[src/rtl/fir_coef_loader_if.sv]
// fir_coef_loader_if
//   Bundles every handshake and bus signal of the FIR coefficient loader:
//   load control (load_req/load_bank/load_busy/load_done/load_err),
//   coefficient memory read port (coef_rd_en/coef_rd_addr/coef_rd_data),
//   FIR config write port (cfg_valid/cfg_addr/cfg_data/cfg_busy),
//   upstream sample stream (up_din_valid/up_din_data/up_din_busy) and
//   FIR sample stream (fir_din_valid/fir_din_data/fir_din_busy).
//   master : the loader itself.
//   slave  : the environment (memory, FIR, upstream source, controller).
interface fir_coef_loader_if #(
  parameter int DWIDTH = 8,
  parameter int AWIDTH = 6,
  parameter int BWIDTH = 2
);
  logic                      load_req;
  logic [BWIDTH-1:0]         load_bank;
  logic                      load_busy;
  logic                      load_done;
  logic                      load_err;
  logic                      coef_rd_en;
  logic [BWIDTH+AWIDTH-1:0]  coef_rd_addr;
  logic [DWIDTH-1:0]         coef_rd_data;
  logic                      cfg_valid;
  logic [AWIDTH-1:0]         cfg_addr;
  logic [DWIDTH-1:0]         cfg_data;
  logic                      cfg_busy;
  logic                      up_din_valid;
  logic [DWIDTH-1:0]         up_din_data;
  logic                      up_din_busy;
  logic                      fir_din_valid;
  logic [DWIDTH-1:0]         fir_din_data;
  logic                      fir_din_busy;

  modport master (
    input  load_req, load_bank, coef_rd_data, cfg_busy,
           up_din_valid, up_din_data, fir_din_busy,
    output load_busy, load_done, load_err, coef_rd_en, coef_rd_addr,
           cfg_valid, cfg_addr, cfg_data, up_din_busy,
           fir_din_valid, fir_din_data
  );

  modport slave (
    output load_req, load_bank, coef_rd_data, cfg_busy,
           up_din_valid, up_din_data, fir_din_busy,
    input  load_busy, load_done, load_err, coef_rd_en, coef_rd_addr,
           cfg_valid, cfg_addr, cfg_data, up_din_busy,
           fir_din_valid, fir_din_data
  );
endinterface

[src/rtl/fir_coef_loader.sv]
// fir_coef_loader
//   Loads one bank of WINLEN coefficients from a coefficient memory into a
//   FIR filter's config port. While idle the sample stream passes straight
//   through to the FIR; during a load the stream is frozen, the loader waits
//   for the FIR pipeline to drain (bounded by TIMEOUT cycles), then copies
//   each coefficient with a fetch / capture / write sequence.
// Ports:
//   clk   - clock, rising edge
//   rst_n - asynchronous active-low reset
//   bus   - fir_coef_loader_if master modport (load control, memory read,
//           config write, upstream and FIR sample streams)
module fir_coef_loader #(
  parameter int DWIDTH  = 8,
  parameter int AWIDTH  = 6,
  parameter int WINLEN  = 64,
  parameter int BWIDTH  = 2,
  parameter int TIMEOUT = 256
) (
  input  logic              clk,
  input  logic              rst_n,
  fir_coef_loader_if.master bus
);

  localparam int CWIDTH = (TIMEOUT > 2) ? $clog2(TIMEOUT) : 1;

  typedef enum logic [2:0] {
    IDLE    = 3'd0,
    DRAIN   = 3'd1,
    FETCH   = 3'd2,
    CAPTURE = 3'd3,
    WRITE   = 3'd4,
    DONE    = 3'd5
  } state_t;

  state_t              state_reg, state_next;
  logic [BWIDTH-1:0]   bank_reg, bank_next;
  logic [AWIDTH-1:0]   index_reg, index_next;
  logic [CWIDTH-1:0]   drain_cnt_reg, drain_cnt_next;
  logic                cfg_valid_reg, cfg_valid_next;
  logic [AWIDTH-1:0]   cfg_addr_reg, cfg_addr_next;
  logic [DWIDTH-1:0]   cfg_data_reg, cfg_data_next;

  logic                load_done;
  logic                load_err;
  logic                coef_rd_en;
  logic [BWIDTH+AWIDTH-1:0] coef_rd_addr;
  logic                idle;

  always_ff @(posedge clk or negedge rst_n) begin
    if (!rst_n) begin
      state_reg     <= IDLE;
      bank_reg      <= '0;
      index_reg     <= '0;
      drain_cnt_reg <= '0;
      cfg_valid_reg <= 1'b0;
      cfg_addr_reg  <= '0;
      cfg_data_reg  <= '0;
    end else begin
      state_reg     <= state_next;
      bank_reg      <= bank_next;
      index_reg     <= index_next;
      drain_cnt_reg <= drain_cnt_next;
      cfg_valid_reg <= cfg_valid_next;
      cfg_addr_reg  <= cfg_addr_next;
      cfg_data_reg  <= cfg_data_next;
    end
  end

  always_comb begin
    state_next     = state_reg;
    bank_next      = bank_reg;
    index_next     = index_reg;
    drain_cnt_next = drain_cnt_reg;
    cfg_valid_next = cfg_valid_reg;
    cfg_addr_next  = cfg_addr_reg;
    cfg_data_next  = cfg_data_reg;
    load_done      = 1'b0;
    load_err       = 1'b0;
    coef_rd_en     = 1'b0;
    coef_rd_addr   = '0;

    case (state_reg)
      IDLE: begin
        if (bus.load_req) begin
          bank_next      = bus.load_bank;
          index_next     = '0;
          drain_cnt_next = '0;
          state_next     = DRAIN;
        end
      end
      DRAIN: begin
        // Abort on the last allowed cycle so the wait never exceeds TIMEOUT.
        if (!bus.cfg_busy) begin
          state_next = FETCH;
        end else if (drain_cnt_reg == CWIDTH'(TIMEOUT - 1)) begin
          load_err   = 1'b1;
          state_next = IDLE;
        end else begin
          drain_cnt_next = drain_cnt_reg + 1'b1;
        end
      end
      FETCH: begin
        coef_rd_en   = 1'b1;
        coef_rd_addr = {bank_reg, index_reg};
        state_next   = CAPTURE;
      end
      CAPTURE: begin
        // Memory returns data one cycle after the strobe, i.e. now.
        cfg_data_next  = bus.coef_rd_data;
        cfg_addr_next  = index_reg;
        cfg_valid_next = 1'b1;
        state_next     = WRITE;
      end
      WRITE: begin
        if (!bus.cfg_busy) begin
          cfg_valid_next = 1'b0;
          if (index_reg == AWIDTH'(WINLEN - 1)) begin
            state_next = DONE;
          end else begin
            index_next = index_reg + 1'b1;
            state_next = FETCH;
          end
        end
      end
      DONE: begin
        load_done  = 1'b1;
        state_next = IDLE;
      end
      default: begin
        state_next = IDLE;
      end
    endcase
  end

  assign idle = (state_reg == IDLE);

  assign bus.load_busy     = !idle;
  assign bus.load_done     = load_done;
  assign bus.load_err      = load_err;
  assign bus.coef_rd_en    = coef_rd_en;
  assign bus.coef_rd_addr  = coef_rd_addr;
  assign bus.cfg_valid     = cfg_valid_reg;
  assign bus.cfg_addr      = cfg_addr_reg;
  assign bus.cfg_data      = cfg_data_reg;

  // Stream is a pure combinational pass-through when idle, frozen otherwise.
  assign bus.fir_din_valid = idle && bus.up_din_valid;
  assign bus.fir_din_data  = bus.up_din_data;
  assign bus.up_din_busy   = idle ? bus.fir_din_busy : 1'b1;

endmodule

[src/flat_wrapper.sv]
// flat-port wrapper written by rule: the top's interface ports become plain ports
module fir_coef_loader_flat 
#(
  parameter int DWIDTH  = 8,
  parameter int AWIDTH  = 6,
  parameter int WINLEN  = 64,
  parameter int BWIDTH  = 2,
  parameter int TIMEOUT = 256
)
  (clk, rst_n, bus_load_req, bus_load_bank, bus_coef_rd_data, bus_cfg_busy, bus_up_din_valid, bus_up_din_data, bus_fir_din_busy, bus_load_busy, bus_load_done, bus_load_err, bus_coef_rd_en, bus_coef_rd_addr, bus_cfg_valid, bus_cfg_addr, bus_cfg_data, bus_up_din_busy, bus_fir_din_valid, bus_fir_din_data);
  fir_coef_loader_if #(.DWIDTH(DWIDTH), .AWIDTH(AWIDTH), .BWIDTH(BWIDTH)) bus_i ();
  input  logic clk;
  input  logic rst_n;
  input wire logic [$bits(bus_i.load_req)-1:0] bus_load_req;
  input wire logic [$bits(bus_i.load_bank)-1:0] bus_load_bank;
  input wire logic [$bits(bus_i.coef_rd_data)-1:0] bus_coef_rd_data;
  input wire logic [$bits(bus_i.cfg_busy)-1:0] bus_cfg_busy;
  input wire logic [$bits(bus_i.up_din_valid)-1:0] bus_up_din_valid;
  input wire logic [$bits(bus_i.up_din_data)-1:0] bus_up_din_data;
  input wire logic [$bits(bus_i.fir_din_busy)-1:0] bus_fir_din_busy;
  output wire logic [$bits(bus_i.load_busy)-1:0] bus_load_busy;
  output wire logic [$bits(bus_i.load_done)-1:0] bus_load_done;
  output wire logic [$bits(bus_i.load_err)-1:0] bus_load_err;
  output wire logic [$bits(bus_i.coef_rd_en)-1:0] bus_coef_rd_en;
  output wire logic [$bits(bus_i.coef_rd_addr)-1:0] bus_coef_rd_addr;
  output wire logic [$bits(bus_i.cfg_valid)-1:0] bus_cfg_valid;
  output wire logic [$bits(bus_i.cfg_addr)-1:0] bus_cfg_addr;
  output wire logic [$bits(bus_i.cfg_data)-1:0] bus_cfg_data;
  output wire logic [$bits(bus_i.up_din_busy)-1:0] bus_up_din_busy;
  output wire logic [$bits(bus_i.fir_din_valid)-1:0] bus_fir_din_valid;
  output wire logic [$bits(bus_i.fir_din_data)-1:0] bus_fir_din_data;
  assign bus_i.load_req = bus_load_req;
  assign bus_i.load_bank = bus_load_bank;
  assign bus_i.coef_rd_data = bus_coef_rd_data;
  assign bus_i.cfg_busy = bus_cfg_busy;
  assign bus_i.up_din_valid = bus_up_din_valid;
  assign bus_i.up_din_data = bus_up_din_data;
  assign bus_i.fir_din_busy = bus_fir_din_busy;
  assign bus_load_busy = bus_i.load_busy;
  assign bus_load_done = bus_i.load_done;
  assign bus_load_err = bus_i.load_err;
  assign bus_coef_rd_en = bus_i.coef_rd_en;
  assign bus_coef_rd_addr = bus_i.coef_rd_addr;
  assign bus_cfg_valid = bus_i.cfg_valid;
  assign bus_cfg_addr = bus_i.cfg_addr;
  assign bus_cfg_data = bus_i.cfg_data;
  assign bus_up_din_busy = bus_i.up_din_busy;
  assign bus_fir_din_valid = bus_i.fir_din_valid;
  assign bus_fir_din_data = bus_i.fir_din_data;
  fir_coef_loader #(.DWIDTH(DWIDTH), .AWIDTH(AWIDTH), .WINLEN(WINLEN), .BWIDTH(BWIDTH), .TIMEOUT(TIMEOUT)) u_core (.clk(clk), .rst_n(rst_n), .bus(bus_i));
endmodule
[config.mk]
export PLATFORM = sky130hd
export DESIGN_NAME = fir_coef_loader_flat
export DESIGN_NICKNAME = d
export VERILOG_FILES = /design/src/rtl/fir_coef_loader_if.sv /design/src/rtl/fir_coef_loader.sv /design/src/flat_wrapper.sv
export SDC_FILE = /design/constraint.sdc
export NUM_CORES = 1
export LEC_CHECK = 0
export BUFFER_PORTS_ARGS = -buffer_cell sky130_fd_sc_hd__buf_2
export CORE_MARGIN = 3
export CORE_UTILIZATION = 54
export DETAILED_ROUTE_END_ITERATION = 8
export GPL_TIMING_DRIVEN = 0
export PLACE_DENSITY_LB_ADDON = 0.25
export REMOVE_ABC_BUFFERS = 1
export SYNTH_ARGS = -nofsm -noshare
export SYNTH_HDL_FRONTEND = slang
export SYNTH_SLANG_ARGS = --single-unit
export TNS_END_PERCENT = 1
[constraint.sdc]
create_clock -name clk -period 2.4 [get_ports clk]
set_input_delay 0.12 -clock clk [delete_from_list [all_inputs] [get_ports clk]]
set_output_delay 0.12 -clock clk [all_outputs]
set_load 0.05 [all_outputs]
### After elaboration in Yosys (flattened, before gate mapping)

Cells that the tools add are included.

| cells by class | value |
|---|---|
| equal/unequal tests | 13 |
| add/subtract/negate cells | 2 |
| muxes and demuxes | 23 |
| reductions and logical operators | 11 |

Operators by type and width:

| operator | count |
|---|---|
| 8-bit 2-to-1 mux | 4 |
| 6-bit 2-to-1 mux | 3 |
| 8-bit one-hot mux with 2 select lines | 1 |
| 3-bit 2-to-1 mux | 5 |
| 3-bit one-hot mux with 5 select lines | 1 |
| 6-bit one-hot mux with 2 select lines | 1 |
| 2-bit != test (second input constant) | 5 |
| 8-bit by 1-bit adder with 8-bit output (second input constant) | 1 |
| 8-bit == test (second input constant) | 1 |
| 4-bit AND reduction | 2 |
| 1-bit 2-to-1 mux | 7 |
| 6-bit by 1-bit adder with 6-bit output (second input constant) | 1 |
| 3-bit by 2-bit == test with 1-bit output (second input constant) | 2 |
| 3-bit == test (second input constant) | 2 |
| 6-bit == test (second input constant) | 1 |
| 2-bit nonzero test | 3 |
| 2-bit AND reduction | 2 |
| 3-bit by 1-bit == test with 1-bit output (second input constant) | 1 |
| 3-bit zero test | 1 |
| 3-bit by 2-bit != test with 1-bit output (second input constant) | 1 |
| 3-bit AND reduction | 1 |
| 1-bit one-hot mux with 2 select lines | 1 |
| 1-bit logical AND | 1 |
| 1-bit zero test | 1 |

| storage, ports and cells | value |
|---|---|
| flip-flop bits (word level) | 34 |
| input port bits | 24 |
| word-level logic and storage cells | 56 |
| output and inout port bits | 37 |

### Logic depth before layout (Yosys ltp)

| depth | value |
|---|---|
| word-level depth | 4 |
| gate-level depth with buffers | 6 |
| depth with buffers taken out | 5 |

### Worst setup path before layout

OpenSTA, ideal clock, no wires.

| timing path | value |
|---|---|
| kind | reg2out |
| from | register u_core.state_reg[2] |
| to | output port bus_load_err |
| arrival time | 1.957 ns |
| stages on the path, launching flop included | 5 |
| slack | 0.323 ns |
| buffers on the path | 1 |
| data required time | 2.280 ns |
| cells stage by stage | dfrtp_1 -> buf_2 -> nor3b_1 -> nand2_1 -> nor3_1 |

| between the ends | value |
|---|---|
| word-level cells in the longest chain between the ends | 2 |

Ends and longest elaborated chain:

| what | line | source |
|---|---|---|
| start, declared | fir_coef_loader.sv:35 | `state_t state_reg, state_next;` |
| start signal, assigned | fir_coef_loader.sv:59 | `state_reg <= state_next;` |
| 3-bit by 1-bit == test with 1-bit output | fir_coef_loader.sv:82 | `case (state_reg)` |
| 1-bit 2-to-1 mux | fir_coef_loader.sv:82 |  |
| end, declared | flat_wrapper.sv:23 | `output wire logic [$bits(bus_i.load_err)-1:0] bus_load_err;` |

No other way between the ends.

### Worst setup path in the final report

Same ends and word-level chain as after synthesis.

==> flow_summary.toml <==
[floorplan]
ioPinCount = 61
die-area_um2 = 4080
die-height_um = 63.9
start_util = 0.579
die_w_um = 63.9
fp.coreArea_um2 = 3130
num_rows = 20

[finish]
fin_nets = 246
regArea_um2 = 851
syn2layout_area_growth_pct = 20.7
multi_input_area_um2 = 857
drive_gt1_frac = 0.348
num-fill-cells = 232
final_common_cell = "buf_2"
final_cell_mix = "buf_2, dfrtp_1, mux2_2"
fin_area_um2 = 2190
final_core_util = 0.699
n_antenna_cell = 0
layout.cells.non_filler = 265

[yosys]
ys.flop_type = "dfrtp_1"
synthArstFlopShare = 1.00
syn_avg_cell_area_um2 = 10.3
synth-edff-count = 0
syn_area_um2 = 1810
ys_ff_latch = 34
seq_area_frac_synth = 0.470
synth_top_area_frac = 0.470
ys_warn_count = 0
synthCells = 176
synth.largest_area_cell = "dfrtp_1"
synth.distinct_cells = 43
synth_top_cells_by_area = "dfrtp_1, mux2_2, buf_4"

[grt]
grt_max_degree = 35
busiest_layer = "met2"
use_met2 = 0.365
antenna_found_initial = 0
grt.total_usage = 0.223
first_global_vias = 1599
grt_pass1_wl_mm = 7.13
grt-ovfl-total = 0
met3_usage = 0.0650
met1_usage = 0.271

[cts]
insertion_delay_ns = 0.34
cts_setup_buffers = 0
cts_inserted_buffers = 5
cts.clk_slew.worst_paths_ns = 0.11
cts_tree = "done"
ctsHtreeMaxLevel = 2
cts_buffer_depth = 2
clock-sinks = 34
clockRootBuffer = "clkbuf_4"

[timing]
grt_setup_unrepaired = "no"
relSlewSlack = 0.512
setup_viol = 0
tns_ns = 0
skew_ns = 0.00915
finalHoldViolations = 0
fmax_mhz = 468
tightest_slew_ns = 0.731
min_period_ns = 2.14
slew_violations = 0
fin_crit_sh = 0.890

[routing]
first_iter_violations = 144
vias = 1549
via_per_inst = 5.85
drc = 0
drtPass1Iterations = 4
wl_mm = 4.14
final_antenna_net_count = 0
wl_per_cell_um = 15.6

[placed_design]
dp_cells = 249
port_buffers = 44
placed_area_um2 = 1980
routabilityCongestion = 0.843
dp_hpwl_mm = 2.75

[run]
drv_cap = 0

[pwr]
power_density_nw_per_um2 = 1170
peakVddDrop_v = 0.000743
p_leak_nw = 1.10

[worst_setup_path]
crit_path_start_kind = "register"
worstSetupEndpointType = "output port"
required_ns = 2.28
crit_type = "register to output port"
worstPathArrival_ns = 2.02
cp_max_fo = 12

[status]
status = "finished clean"

[worst_hold_path]
hold_class = "input pin to register"
==> cell families after synthesis <==
group | after synthesis | synth area share
AND/OR/NAND/NOR | 69 | 0.204
buffers and inverters | 18 | 0.0629
flip-flops | 34 | 0.470
adder cells (fa/ha/maj) | 2 | 0.0138
multiplexers | 16 | 0.0995
AO/OA/AOI/OAI | 37 | 0.150
==> cell usage after synthesis, types with 2 or more instances <==
cell type   n
and2_1      8
nor2b_1     3
buf_2       4
mux2_2     16
or2_2       3
o21ai_0     8
o31ai_1     4
a31oi_1     4
buf_4       9
o211ai_1    2
inv_1       3
dfrtp_1    34
nor2_1     11
and3_1      7
a211o_1     4
o41ai_1     2
nor3_1      5
nand2_1    13
nand4_1     2
nand3_1     8
a21oi_1     3
ha_1        2
==> metal layers <==
| metal | routed length, um | vias to the layer above |
|---|---|---|
| met5 | 0 | - |
| li1 | - | 721 |
| met4 | 48 | 0 |
| met1 | 1730 | 744 |
| met3 | 431 | 5 |
| met2 | 1920 | 79 |
==> final timing paths <==
| path | startpoint | endpoint | slack (ns) | cells after the start |
|---|---|---|---|---|
| worst max-delay path | u_core.state_reg[2] | bus_load_err | 0.26 | 4 |
| worst min-delay path | bus_coef_rd_data[4] | u_core.bus.cfg_data[4] | 0.02 | 2 |
| worst max register to register | u_core.state_reg[0] | u_core.drain_cnt_reg[0] | 0.56 | 4 |
| worst min register to register | u_core.bus.cfg_addr[2] | u_core.bus.cfg_addr[2] | 0.51 | 1 |
| max in group asynchronous | rst_n | u_core.drain_cnt_reg[4] | 1.57 | 2 |
| min in group asynchronous | rst_n | u_core.bus.cfg_addr[2] | 0.36 | 2 |
==> metrics by stage <==
step	setup slack (ns)	total power, mW	hold WS, ns
4_1_cts	0.134	2.54	0.00190
5_1_grt	0.0703	2.70	0.00854
2_1_floorplan	-0.121	1.69	-0.176
3_3_place_gp	0.192	1.93	0.219
3_5_place_dp	0.0756	1.97	0.225
6_report	0.264	2.56	0.0222
==> cell type report <==
cell class / instances / area share
clock inverter: 2 / 0.0275
clock buffer: 6 / 0.0235
multi-input combinational: 124 / 0.392
tap: 44 / 0.0252
timing repair buffer: 52 / 0.137
sequential: 34 / 0.389
inverter: 3 / 0.00515
==> what timing repair did <==
action                                  4_1_cts  5_1_grt
hold buffers                                  7        1
gates resized for setup                       1        1
endpoints found under the hold margin        40        1
endpoints found under the setup margin        1        1
==> where the power goes <==
part           internal [mW]  total, mW  leakage [nW]  switching, mW
Clock                  0.353      0.555        0.0585          0.202
Sequential             0.718      0.866         0.446          0.148
Combinational          0.357       1.13         0.595          0.778
Total                   1.43       2.56          1.10           1.13
==> critical path, stage by stage (launching register included) <==
cell and delay [ns]:
dfrtp_1 0.55, nor3b_4 0.48, nand2_1 0.20, nor3_1 0.16, buf_2 0.29
(Power assumes the default switching activity.)
